File: config.mk
export PLATFORM = sky130hd
export DESIGN_NAME = pps_tod_counter
export DESIGN_NICKNAME = d
export VERILOG_FILES = /design/src/rtl/pps_pkg.sv /design/src/rtl/pps_interval_meter.sv /design/src/rtl/pps_tod_counter.sv
export SDC_FILE = /design/constraint.sdc
export NUM_CORES = 1
export LEC_CHECK = 0
export BUFFER_PORTS_ARGS = -buffer_cell sky130_fd_sc_hd__buf_4
export CORE_MARGIN = 2
export CORE_UTILIZATION = 57
export DETAILED_ROUTE_END_ITERATION = 10
export PLACE_DENSITY = 0.8
export SLEW_MARGIN = 20
export SYNTH_ARGS = -nofsm -noshare
export SYNTH_HDL_FRONTEND = slang
export SYNTH_SLANG_ARGS = --single-unit
export TNS_END_PERCENT = 5
File: constraint.sdc
create_clock -name clk -period 2.75 [get_ports clk]
set_input_delay 0.4125 -clock clk [delete_from_list [all_inputs] [get_ports clk]]
set_output_delay 0.4125 -clock clk [all_outputs]
set_load 0.01 [all_outputs]
File: src/rtl/pps_pkg.sv
// Shared types and helpers for the PPS time-of-day counter.
package pps_pkg;

  // Lock-quality state of the PPS tracker.
  typedef enum logic [1:0] {
    UNLOCKED = 2'd0,
    ACQUIRE  = 2'd1,
    LOCKED   = 2'd2,
    HOLDOVER = 2'd3
  } pps_state_t;

  // Width of the cycle counters: must hold values up to 2*F inclusive.
  function automatic int cnt_width(input int freq);
    return $clog2(2 * freq + 1);
  endfunction

endpackage

File: src/rtl/pps_interval_meter.sv
// Measures the cycle count between PPS pulses and classifies each pulse
// as good/bad, and flags the cycle in which an expected pulse is overdue.
module pps_interval_meter
  import pps_pkg::*;
#(
  parameter int  C_CLOCK_FREQUENCY = 125000,
  parameter int  C_TOLERANCE       = 16,
  localparam int W                 = cnt_width(C_CLOCK_FREQUENCY)
) (
  input  logic         clk,
  input  logic         rst,
  input  logic         i_pps,
  input  pps_state_t   i_state,
  output logic [W-1:0] o_cnt,
  output logic         o_sat,
  output logic         o_good,
  output logic         o_missing
);

  localparam logic [W-1:0] C_SAT = W'(2 * C_CLOCK_FREQUENCY);
  localparam logic [W-1:0] C_LO  = W'(C_CLOCK_FREQUENCY - C_TOLERANCE);
  localparam logic [W-1:0] C_HI  = W'(C_CLOCK_FREQUENCY + C_TOLERANCE);

  logic [W-1:0] r_cnt;
  logic         w_sat;

  // Interval counter: restarts at 1 after each pulse, saturates at 2F.
  // NOTE: sequential state uses non-blocking assignments so every register
  // samples pre-edge values; reset is synchronous and takes priority.
  always_ff @(posedge clk) begin
    if (rst) begin
      r_cnt <= '0;
    end else if (i_pps) begin
      r_cnt <= W'(1);
    end else if (r_cnt != C_SAT) begin
      r_cnt <= r_cnt + 1'b1;
    end
  end

  assign w_sat     = (r_cnt == C_SAT);
  assign o_cnt     = r_cnt;
  assign o_sat     = w_sat;
  // A pulse is only judged once we have a reference edge (state != UNLOCKED).
  assign o_good    = (i_state != UNLOCKED) && !w_sat &&
                     (r_cnt >= C_LO) && (r_cnt <= C_HI);
  // cnt restarts on every pulse that enters ACQUIRE/LOCKED, so it always
  // passes through F+T exactly once when the pulse fails to show up.
  assign o_missing = ((i_state == ACQUIRE) || (i_state == LOCKED)) &&
                     !i_pps && (r_cnt == C_HI);

endmodule

File: src/rtl/pps_tod_counter.sv
// Time-of-day counter disciplined by a single-cycle PPS pulse: keeps
// seconds and sub-second cycles, tracks lock quality and free-runs in
// holdover when the pulse disappears.
module pps_tod_counter
  import pps_pkg::*;
#(
  parameter int  C_CLOCK_FREQUENCY = 125000,
  parameter int  C_TOLERANCE       = 16,
  parameter int  C_LOCK_COUNT      = 3,
  parameter int  C_HOLDOVER_SEC    = 4,
  localparam int W                 = cnt_width(C_CLOCK_FREQUENCY)
) (
  input  logic         clk,
  input  logic         rst,
  input  logic         pps,
  input  logic         sec_set_valid,
  input  logic [31:0]  sec_set_value,
  output logic [31:0]  tod_sec,
  output logic [W-1:0] tod_subsec,
  output logic [W-1:0] pps_period,
  output logic         period_valid,
  output logic         locked,
  output logic         holdover,
  output logic         pps_missing
);

  localparam int GW = $clog2(C_LOCK_COUNT + 1);
  localparam int HW = $clog2(C_HOLDOVER_SEC + 1);

  localparam logic [W-1:0]  C_LAST    = W'(C_CLOCK_FREQUENCY - 1);
  localparam logic [W-1:0]  C_TOL     = W'(C_TOLERANCE);
  localparam logic [W-1:0]  C_HOLD_HI = W'(C_CLOCK_FREQUENCY - 1 - C_TOLERANCE);
  localparam logic [GW-1:0] C_GOOD_LAST = GW'(C_LOCK_COUNT - 1);
  localparam logic [HW-1:0] C_HO_LAST   = HW'(C_HOLDOVER_SEC - 1);

  pps_state_t    r_state;
  logic [GW-1:0] r_good_cnt;
  logic [HW-1:0] r_ho_cnt;
  logic [31:0]   r_sec;
  logic [W-1:0]  r_subsec;
  logic [31:0]   r_pending;
  logic          r_pending_valid;
  logic [W-1:0]  r_period;
  logic          r_period_valid;
  logic          r_missing;

  logic [W-1:0]  w_cnt;
  logic          w_sat;
  logic          w_good;
  logic          w_missing;
  logic          w_rollover;
  logic          w_advance;
  logic [31:0]   w_next_sec;
  logic          w_period_upd;
  logic          w_ho_aligned;

  pps_interval_meter #(
    .C_CLOCK_FREQUENCY (C_CLOCK_FREQUENCY),
    .C_TOLERANCE       (C_TOLERANCE)
  ) u_meter (
    .clk       (clk),
    .rst       (rst),
    .i_pps     (pps),
    .i_state   (r_state),
    .o_cnt     (w_cnt),
    .o_sat     (w_sat),
    .o_good    (w_good),
    .o_missing (w_missing)
  );

  // Internal second boundary; a pulse in the same cycle owns the boundary.
  assign w_rollover   = !pps && (r_subsec == C_LAST);
  // A pulse landing within T of a boundary is late and already counted.
  assign w_advance    = pps ? (r_subsec > C_TOL) : (w_missing || w_rollover);
  // An incoming set beats the pending one so a coincident load is honoured.
  assign w_next_sec   = sec_set_valid   ? sec_set_value :
                        r_pending_valid ? r_pending     : r_sec + 32'd1;
  assign w_period_upd = pps && (r_state != UNLOCKED) && !w_sat;
  assign w_ho_aligned = (r_subsec <= C_TOL) || (r_subsec >= C_HOLD_HI);

  // Seconds, sub-second and pending-load registers.
  always_ff @(posedge clk) begin
    if (rst) begin
      r_sec           <= '0;
      r_subsec        <= '0;
      r_pending       <= '0;
      r_pending_valid <= 1'b0;
    end else begin
      if (pps)             r_subsec <= '0;
      else if (w_missing)  r_subsec <= C_TOL;
      else if (w_rollover) r_subsec <= '0;
      else                 r_subsec <= r_subsec + 1'b1;

      if (w_advance) begin
        r_sec           <= w_next_sec;
        r_pending_valid <= 1'b0;
      end else if (sec_set_valid) begin
        r_pending       <= sec_set_value;
        r_pending_valid <= 1'b1;
      end
    end
  end

  // Period measurement strobe for every judged pulse, good or bad.
  always_ff @(posedge clk) begin
    if (rst) begin
      r_period       <= '0;
      r_period_valid <= 1'b0;
    end else begin
      r_period_valid <= w_period_upd;
      if (w_period_upd) r_period <= w_cnt;
    end
  end

  // Lock-quality state machine with good-pulse and holdover counters.
  always_ff @(posedge clk) begin
    if (rst) begin
      r_state    <= UNLOCKED;
      r_good_cnt <= '0;
      r_ho_cnt   <= '0;
      r_missing  <= 1'b0;
    end else begin
      r_missing <= w_missing;
      case (r_state)
        UNLOCKED: begin
          if (pps) begin
            r_state    <= ACQUIRE;
            r_good_cnt <= '0;
          end
        end
        ACQUIRE: begin
          if (pps) begin
            if (w_good) begin
              r_good_cnt <= r_good_cnt + 1'b1;
              if (r_good_cnt == C_GOOD_LAST) r_state <= LOCKED;
            end else begin
              r_good_cnt <= '0;
            end
          end else if (w_missing) begin
            r_state <= UNLOCKED;
          end
        end
        LOCKED: begin
          if (pps) begin
            if (!w_good) begin
              r_state    <= ACQUIRE;
              r_good_cnt <= '0;
            end
          end else if (w_missing) begin
            r_state  <= HOLDOVER;
            r_ho_cnt <= '0;
          end
        end
        HOLDOVER: begin
          if (pps) begin
            if (w_ho_aligned) begin
              r_state <= LOCKED;
            end else begin
              r_state    <= ACQUIRE;
              r_good_cnt <= '0;
            end
          end else if (w_rollover) begin
            r_ho_cnt <= r_ho_cnt + 1'b1;
            if (r_ho_cnt == C_HO_LAST) r_state <= UNLOCKED;
          end
        end
        default: r_state <= UNLOCKED;
      endcase
    end
  end

  assign tod_sec      = r_sec;
  assign tod_subsec   = r_subsec;
  assign pps_period   = r_period;
  assign period_valid = r_period_valid;
  assign locked       = (r_state == LOCKED);
  assign holdover     = (r_state == HOLDOVER);
  assign pps_missing  = r_missing;

endmodule

==> results of run 1 <==
## worst register-to-register path, stage by stage, from the launching register on
cell and delay, ns:
dfxtp_1 0.36, inv_1 0.08, ha_1 0.13, or3b_4 0.40, nor4_4 0.37, nand2_1 0.16, and3_1 0.24, buf_12 0.17
or2_2 0.35, a21oi_1 0.13
## layer usage
| metal | up-vias | share of wire [%] |
|---|---|---|
| met1 | 3058 | 43 |
| met3 | 27 | 5.2 |
| met2 | 210 | 50 |
| met4 | 0 | 1.5 |
| met5 | - | 0 |
| li1 | 3045 | - |
## layout by cell type (no fill, tap or decap), types with 5 or more instances in the layout
master | netlist | layout
nand2_1 | 85 | 85
ha_1 | 12 | 12
o31ai_1 | 5 | 5
nor4_1 | 5 | 5
xor2_1 | 25 | 25
a211oi_1 | 13 | 13
o32ai_1 | 8 | 8
buf_4 | 4 | 121
inv_6 | 0 | 7
o21ai_0 | 31 | 31
inv_1 | 23 | 23
and2_1 | 8 | 8
nand3_1 | 45 | 45
o211ai_1 | 6 | 6
nor2_1 | 112 | 112
a21oi_1 | 53 | 53
a31oi_1 | 6 | 6
mux2i_1 | 45 | 45
nor3_1 | 20 | 20
clkbuf_16 | 0 | 17
and3_1 | 15 | 15
xnor2_1 | 15 | 15
nand2b_1 | 10 | 10
or3_1 | 5 | 5
dfxtp_1 | 128 | 128
nor2b_1 | 5 | 5
nand4_1 | 12 | 12
a311oi_1 | 6 | 6
and4_1 | 6 | 6
## how the worst max path moves through the flow
stage,endpoint,cells past startpoint,start,slack (ns)
3_3_place_gp,tod_sec[22]$_SDFFE_PP0P_,9,u_meter.o_cnt[0]$_SDFFE_PP0P_,0.43
5_1_grt,tod_sec[8]$_SDFFE_PP0P_,9,u_meter.o_cnt[0]$_SDFFE_PP0P_,0.16
4_1_cts,tod_sec[22]$_SDFFE_PP0P_,9,u_meter.o_cnt[0]$_SDFFE_PP0P_,0.34
6_report,tod_sec[22]$_SDFFE_PP0P_,9,u_meter.o_cnt[0]$_SDFFE_PP0P_,0.30
3_5_place_dp,tod_sec[22]$_SDFFE_PP0P_,9,u_meter.o_cnt[1]$_SDFFE_PP0P_,0.35
2_1_floorplan,r_state[0]$_SDFFE_PP0P_,8,u_meter.o_cnt[0]$_SDFFE_PP0P_,0.55
## through the flow
stage               power [mW]  hold WS [ns]  instances
floorplan                 2.37         0.436        815
global placement          2.49         0.442       1023
detailed placement        2.50         0.448       1023
CTS                       4.77         0.224       1055
global route              4.91         0.238       1055
finish                    4.76         0.234       1055
## layout make-up
type / count / area [um2] / share of cell area (%)
tap: 143 / 179 / 2.21
clock inverter: 13 / 150 / 1.86
sequential: 128 / 2560 / 31.7
inverter: 23 / 86.3 / 1.07
timing repair buffer: 123 / 948 / 11.7
clock buffer: 19 / 443 / 5.47
multi-input combinational: 606 / 3720 / 46.0
## registers in the layout, indices dropped and copies added, names as in the netlist
signal	cells
period_valid	1
r_good_cnt	2
pps_missing	1
r_state	2
r_pending_valid	1
pps_period	18
tod_subsec	18
u_meter.o_cnt	18
r_ho_cnt	3
tod_sec	32
r_pending	32
## power breakdown
part / switching [mW] / internal (mW) / total (mW)
registers: 0.0311 / 1.90 / 1.93
logic: 0.317 / 0.229 / 0.546
clock network: 0.904 / 1.38 / 2.28
total: 1.25 / 3.51 / 4.76
## cells by family (layout without fill, tap and decap cells)
family                     count (synthesis)  after routing
and+or+nand+nor                          349            349
AOI/OAI and AO/OA                        159            159
DFF                                      128            128
buffers and inverters                     81            178
muxes                                     46             46
xor gates and xnor gates                  40             40
adders and majority gates                 12             12
==> flow_summary_export.csv, run 1 <==
group,metric,value,unit
grt,grt.busiest_layer,"met2",
grt,grt_usage,27.9,%
clocking,cts.reportedPaths.clkPinSlew,0.06,ns
worst_setup_path,worstPathRequired,3.10,ns
cells_and_area,nFillCells,884,
power,p_per_area,588,mW/mm2
worst_hold_path,min-delay-path-class,"input pin to flop",
worst_setup_path,critical_path_buf_inv_count,2,
place,pre_cts_ws,0.346,ns
worst_setup_path,crit_type,"flop to flop",
clocking,numCtsBuffers,17,
clocking,cts_resized,0,
worst_setup_path,crit_slowest_cell,"or3b_4",
synthesis,synth-main-ff-cell,"dfxtp_1",
die,initial_core_util,58.2,%
die,fp.dieW,112,um
grt,grt_max_degree,69,
synthesis,yosysTopAreaCellShare,38.7,%
synthesis,ys_ff_latch,128,
synthesis,ys_types,60,
worst_setup_path,r2r-start,"u_meter.o_cnt[0]$_SDFFE_PP0P_",
cells_and_area,synthToLayoutAreaGrowth,22.2,%
clocking,cts_setup_buffers,0,
synthesis,yosysMostFrequentCell,"dfxtp_1",
routing,vias,6340,
synthesis,syn-num-nets,863,
worst_setup_path,reg2reg_to,"tod_sec[22]$_SDFFE_PP0P_",
sta,fin_ws,0.302,ns
grt,grt_util_met3,7.24,%
worst_setup_path,critPathTopFamily,"simple AND/OR/NAND/NOR gates",
place,io_buffers,107,
cells_and_area,fin_util,71.2,%
synthesis,synth-seq-area-share,38.7,%
grt,antenna_found_initial,0,
die,std_cell_rows,39,
synthesis,async_reset_ff_share,0,%
synthesis,yosysTopAreaCell,"dfxtp_1",
die,die_y,112,um
worst_setup_path,crit_path_end_kind,"flop",
sta,fin_tns_setup,0,ns
cells_and_area,final_area,0.00809,mm2
cells_and_area,drive_gt1_share,18.4,%
grt,grt_util_met1,34.0,%
sta,tightest_slew,0.737,ns
grt,grt_pass1_vias,6142,
clocking,cts.path.max_buffers,2,
synthesis,syn_area,0.00662,mm2
worst_hold_path,hp-start,"sec_set_value[25]",
grt,grt_pass1_wl,28.9,mm
clocking,clk_latency,0.43,ns
place,place_area,0.00750,mm2
synthesis,postSynthCellCount,815,
grt,use_met2,47.1,%
die,io-pin-count,108,
synthesis,synth_top_family_by_area,"simple AND/OR/NAND/NOR gates",
worst_hold_path,hold_end,"r_pending[25]$_SDFFE_PP0P_",
routing,first_iter_violations,403,
sta,hold_viol,0,
clocking,ctsHoldBuffers,0,
clocking,clockRootBuffer,"clkbuf_16",
clocking,h-tree-depth,4,
place,place_hpwl,11.5,mm
die,core,0.0114,mm2
synthesis,synth-simple-area-share,25.9,%
routing,drc_errors,0,
routing,viasPerCell,6.01,
routing,first_pass_iters,5,
sta,fin_worst_skew,0.00898,ns
worst_hold_path,hold_depth,3,
synthesis,synth.area.mux_share,6.98,%
worst_setup_path,rr_worst_depth,9,
sta,rsz0062_at_grt,"false",
worst_setup_path,critPathMaxStageDelay,0.40,ns
die,die_area,0.0125,mm2
sta,slew_headroom,50.9,%
synthesis,synth_fa_ha_area_share,2.27,%
run,drv_cap,0,
sta,slew_viol_final,0,
sta,fmax,0.409,GHz
synthesis,ys_warn_count,0,
status,outcome,"finished clean",
power,power_leakage,3.28,nW
synthesis,syn_avg_cell_area,8.12,um2
synthesis,synth_edf_count,0,
synthesis,yosys.area_share.xor_xnor,5.29,%
cells_and_area,n_antenna_cell,0,
sta,finalSetupViolCount,0,
routing,wl_per_cell,16.4,um
worst_setup_path,cp.arrival,2.80,ns
routing,routed_wl,17.3,mm
worst_setup_path,crit_path_start_kind,"flop",
synthesis,synth_area_leaders,"dfxtp_1, mux2i_1, nor2_1, nand2_1, a21oi_1",
clocking,cts_tree,"yes",
synthesis,yosys-top-cells-count,"dfxtp_1, nor2_1, nand2_1",
grt,grt_overflow,0,
sta,final.min_clock_period,2.45,ns
place,routabilityCongestion,0.904,
worst_setup_path,r2r_slack,0.30,ns
worst_setup_path,path_cells,"inv_1, ha_1, or3b_4, nor4_4, nand2_1, and3_1, buf_12, or2_2, a21oi_1",
routing,drtAntennaViolNets,0,
cells_and_area,fin_nets,947,
synthesis,synth_compound_area_share,15.8,%
clocking,clkSinkCount,128,
worst_setup_path,crit_path_max_fanout,41,
sta,finalCritPeriodShare,89.0,%
power,ir_drop,0.644,mV
(Power assumes the default switching activity.)
==> inputs of run 2 (changes only) <==
Settings changed: CORE_MARGIN 2 to default, RECOVER_POWER from default to 25.
==> flow_summary_export.csv, run 2 (synthesized netlist as in run 1, its figures left out) <==
group,metric,value,unit
status,outcome,"finished clean",
worst_setup_path,reg2reg_to,"r_state[1]$_SDFFE_PP0P_",
cells_and_area,final_common_cell,"dfxtp_1",
worst_hold_path,min-delay-path-class,"input pin to flop",
die,fp.dieW,110,um
worst_setup_path,crit_type,"flop to flop",
die,std_cell_rows,38,
worst_setup_path,r2r_slack,0.32,ns
sta,fmax,0.412,GHz
die,die_area,0.0120,mm2
grt,grt_pass1_wl,28.3,mm
clocking,cts.reportedPaths.clkPinSlew,0.06,ns
die,die_y,110,um
grt,antenna_found_initial,0,
worst_setup_path,crit_end,"r_state[1]$_SDFFE_PP0P_",
routing,viasPerCell,6.05,
sta,slew_viol_final,0,
worst_hold_path,hold_depth,3,
clocking,cts.path.max_buffers,2,
power,power_leakage,3.07,nW
worst_setup_path,critPathLaunch,"u_meter.o_cnt[0]$_SDFFE_PP0P_",
grt,grt_util_met1,38.7,%
worst_setup_path,crit_path_end_kind,"flop",
cells_and_area,drive_gt1_share,12.7,%
clocking,clockRootBuffer,"clkbuf_16",
sta,tightest_slew,0.848,ns
clocking,cts_setup_buffers,0,
grt,grt_pass1_vias,5937,
die,io-pin-count,108,
worst_setup_path,r2r-start,"u_meter.o_cnt[0]$_SDFFE_PP0P_",
sta,finalCritPeriodShare,88.2,%
routing,first_pass_iters,5,
clocking,clkSinkCount,128,
sta,slew_headroom,43.5,%
power,p_per_area,598,mW/mm2
grt,use_met2,47.7,%
place,place_hpwl,11.8,mm
clocking,cts_tree,"yes",
clocking,ctsHoldBuffers,0,
routing,drtAntennaViolNets,0,
grt,grt.busiest_layer,"met2",
sta,fin_tns_setup,0,ns
cells_and_area,n_antenna_cell,0,
clocking,cts_resized,0,
clocking,clk_latency,0.42,ns
place,io_buffers,107,
grt,grt_usage,30.1,%
clocking,h-tree-depth,4,
routing,drc_errors,0,
grt,grt_max_degree,78,
routing,first_iter_violations,495,
place,dp_cells,1018,
grt,grt_util_met3,7.35,%
worst_setup_path,cp.arrival,2.77,ns
clocking,numCtsBuffers,17,
grt,grt_overflow,0,
cells_and_area,fin_nets,945,
sta,rsz0062_at_grt,"false",
worst_setup_path,crit_path_max_fanout,5,
routing,vias,6339,
worst_setup_path,rr_worst_depth,8,
place,routabilityCongestion,0.873,
cells_and_area,stdcell_count,1048,
sta,fin_worst_skew,0.00668,ns
sta,finalSetupViolCount,0,
run,drv_cap,0,
routing,routed_wl,17.5,mm
cells_and_area,synthToLayoutAreaGrowth,19.1,%
cells_and_area,final_cell_mix,"dfxtp_1, nor2_1, nand2_1",
sta,final.min_clock_period,2.43,ns
worst_setup_path,crit_path_start_kind,"flop",
die,initial_core_util,59.7,%
sta,hold_viol,0,
power,ir_drop,0.493,mV
worst_setup_path,worstPathRequired,3.10,ns
die,core,0.0111,mm2
routing,wl_per_cell,16.7,um
run 2: cell count changes in the layout (fill, tap and decap cells not counted), sizes merged:
cell	previous run	this run
bufinv	2	3
clkinvlp	2	0
clkinv	2	4
buf	123	75
inv	30	23
clkbuf	19	69
run 2: worst min path at each step:
stage,startpoint,endpoint,slack (ns)
after floorplan,r_pending[31]$_SDFFE_PP0P_,r_pending[31]$_SDFFE_PP0P_,0.44
after global placement,r_pending[6]$_SDFFE_PP0P_,r_pending[6]$_SDFFE_PP0P_,0.44
after detailed placement,r_pending[10]$_SDFFE_PP0P_,r_pending[10]$_SDFFE_PP0P_,0.45
after CTS,sec_set_value[30],r_pending[30]$_SDFFE_PP0P_,0.23
after global routing,sec_set_value[1],r_pending[1]$_SDFFE_PP0P_,0.25
final,sec_set_value[26],r_pending[26]$_SDFFE_PP0P_,0.23
run 2: area by class of cell:
type | instances | area (um2)
clock inverter | 7 | 110
multi-input combinational | 606 | 3720
timing repair buffer | 121 | 761
inverter | 23 | 86.3
tap | 140 | 175
clock buffer | 23 | 468
fill | 939 | 3190
sequential | 128 | 2560
run 2: report_power, final:
part | switching, mW | internal, mW | total, mW
Combinational | 0.321 | 0.223 | 0.544
Sequential | 0.0304 | 1.90 | 1.93
Clock | 0.786 | 1.45 | 2.24
Total | 1.14 | 3.58 | 4.72
run 2: per-stage QoR:
step                      hold slack [ns]  worst slack, ns  cell area, um2  utilization [%]  total power [mW]
after global placement              0.442            0.426            7480             67.5              2.49
after CTS                           0.230            0.342            8060             72.7              4.74
after global routing                0.248            0.150            7880             71.2              4.89
after floorplan                     0.436            0.552            6620                -              2.37
after detailed placement            0.447            0.366            7480             67.5              2.51
final                               0.235            0.323            7880             71.2              4.72
run 2: per-layer routing:
| layer | routed length (um) | share of wire (%) |
|---|---|---|
| met1 | 7670 | 44 |
| met2 | 8160 | 47 |
| met3 | 1190 | 6.8 |
| met4 | 495 | 2.8 |
| met5 | 0 | 0 |
run 2: worst max-delay path, cell delays in order (launching register included):
cell and delay, ns:
dfxtp_1 0.35, inv_1 0.08, ha_1 0.13, or3b_4 0.40, nor4_4 0.35, o22ai_1 0.20, o32ai_1 0.41, o21a_1 0.22
mux2i_1 0.21
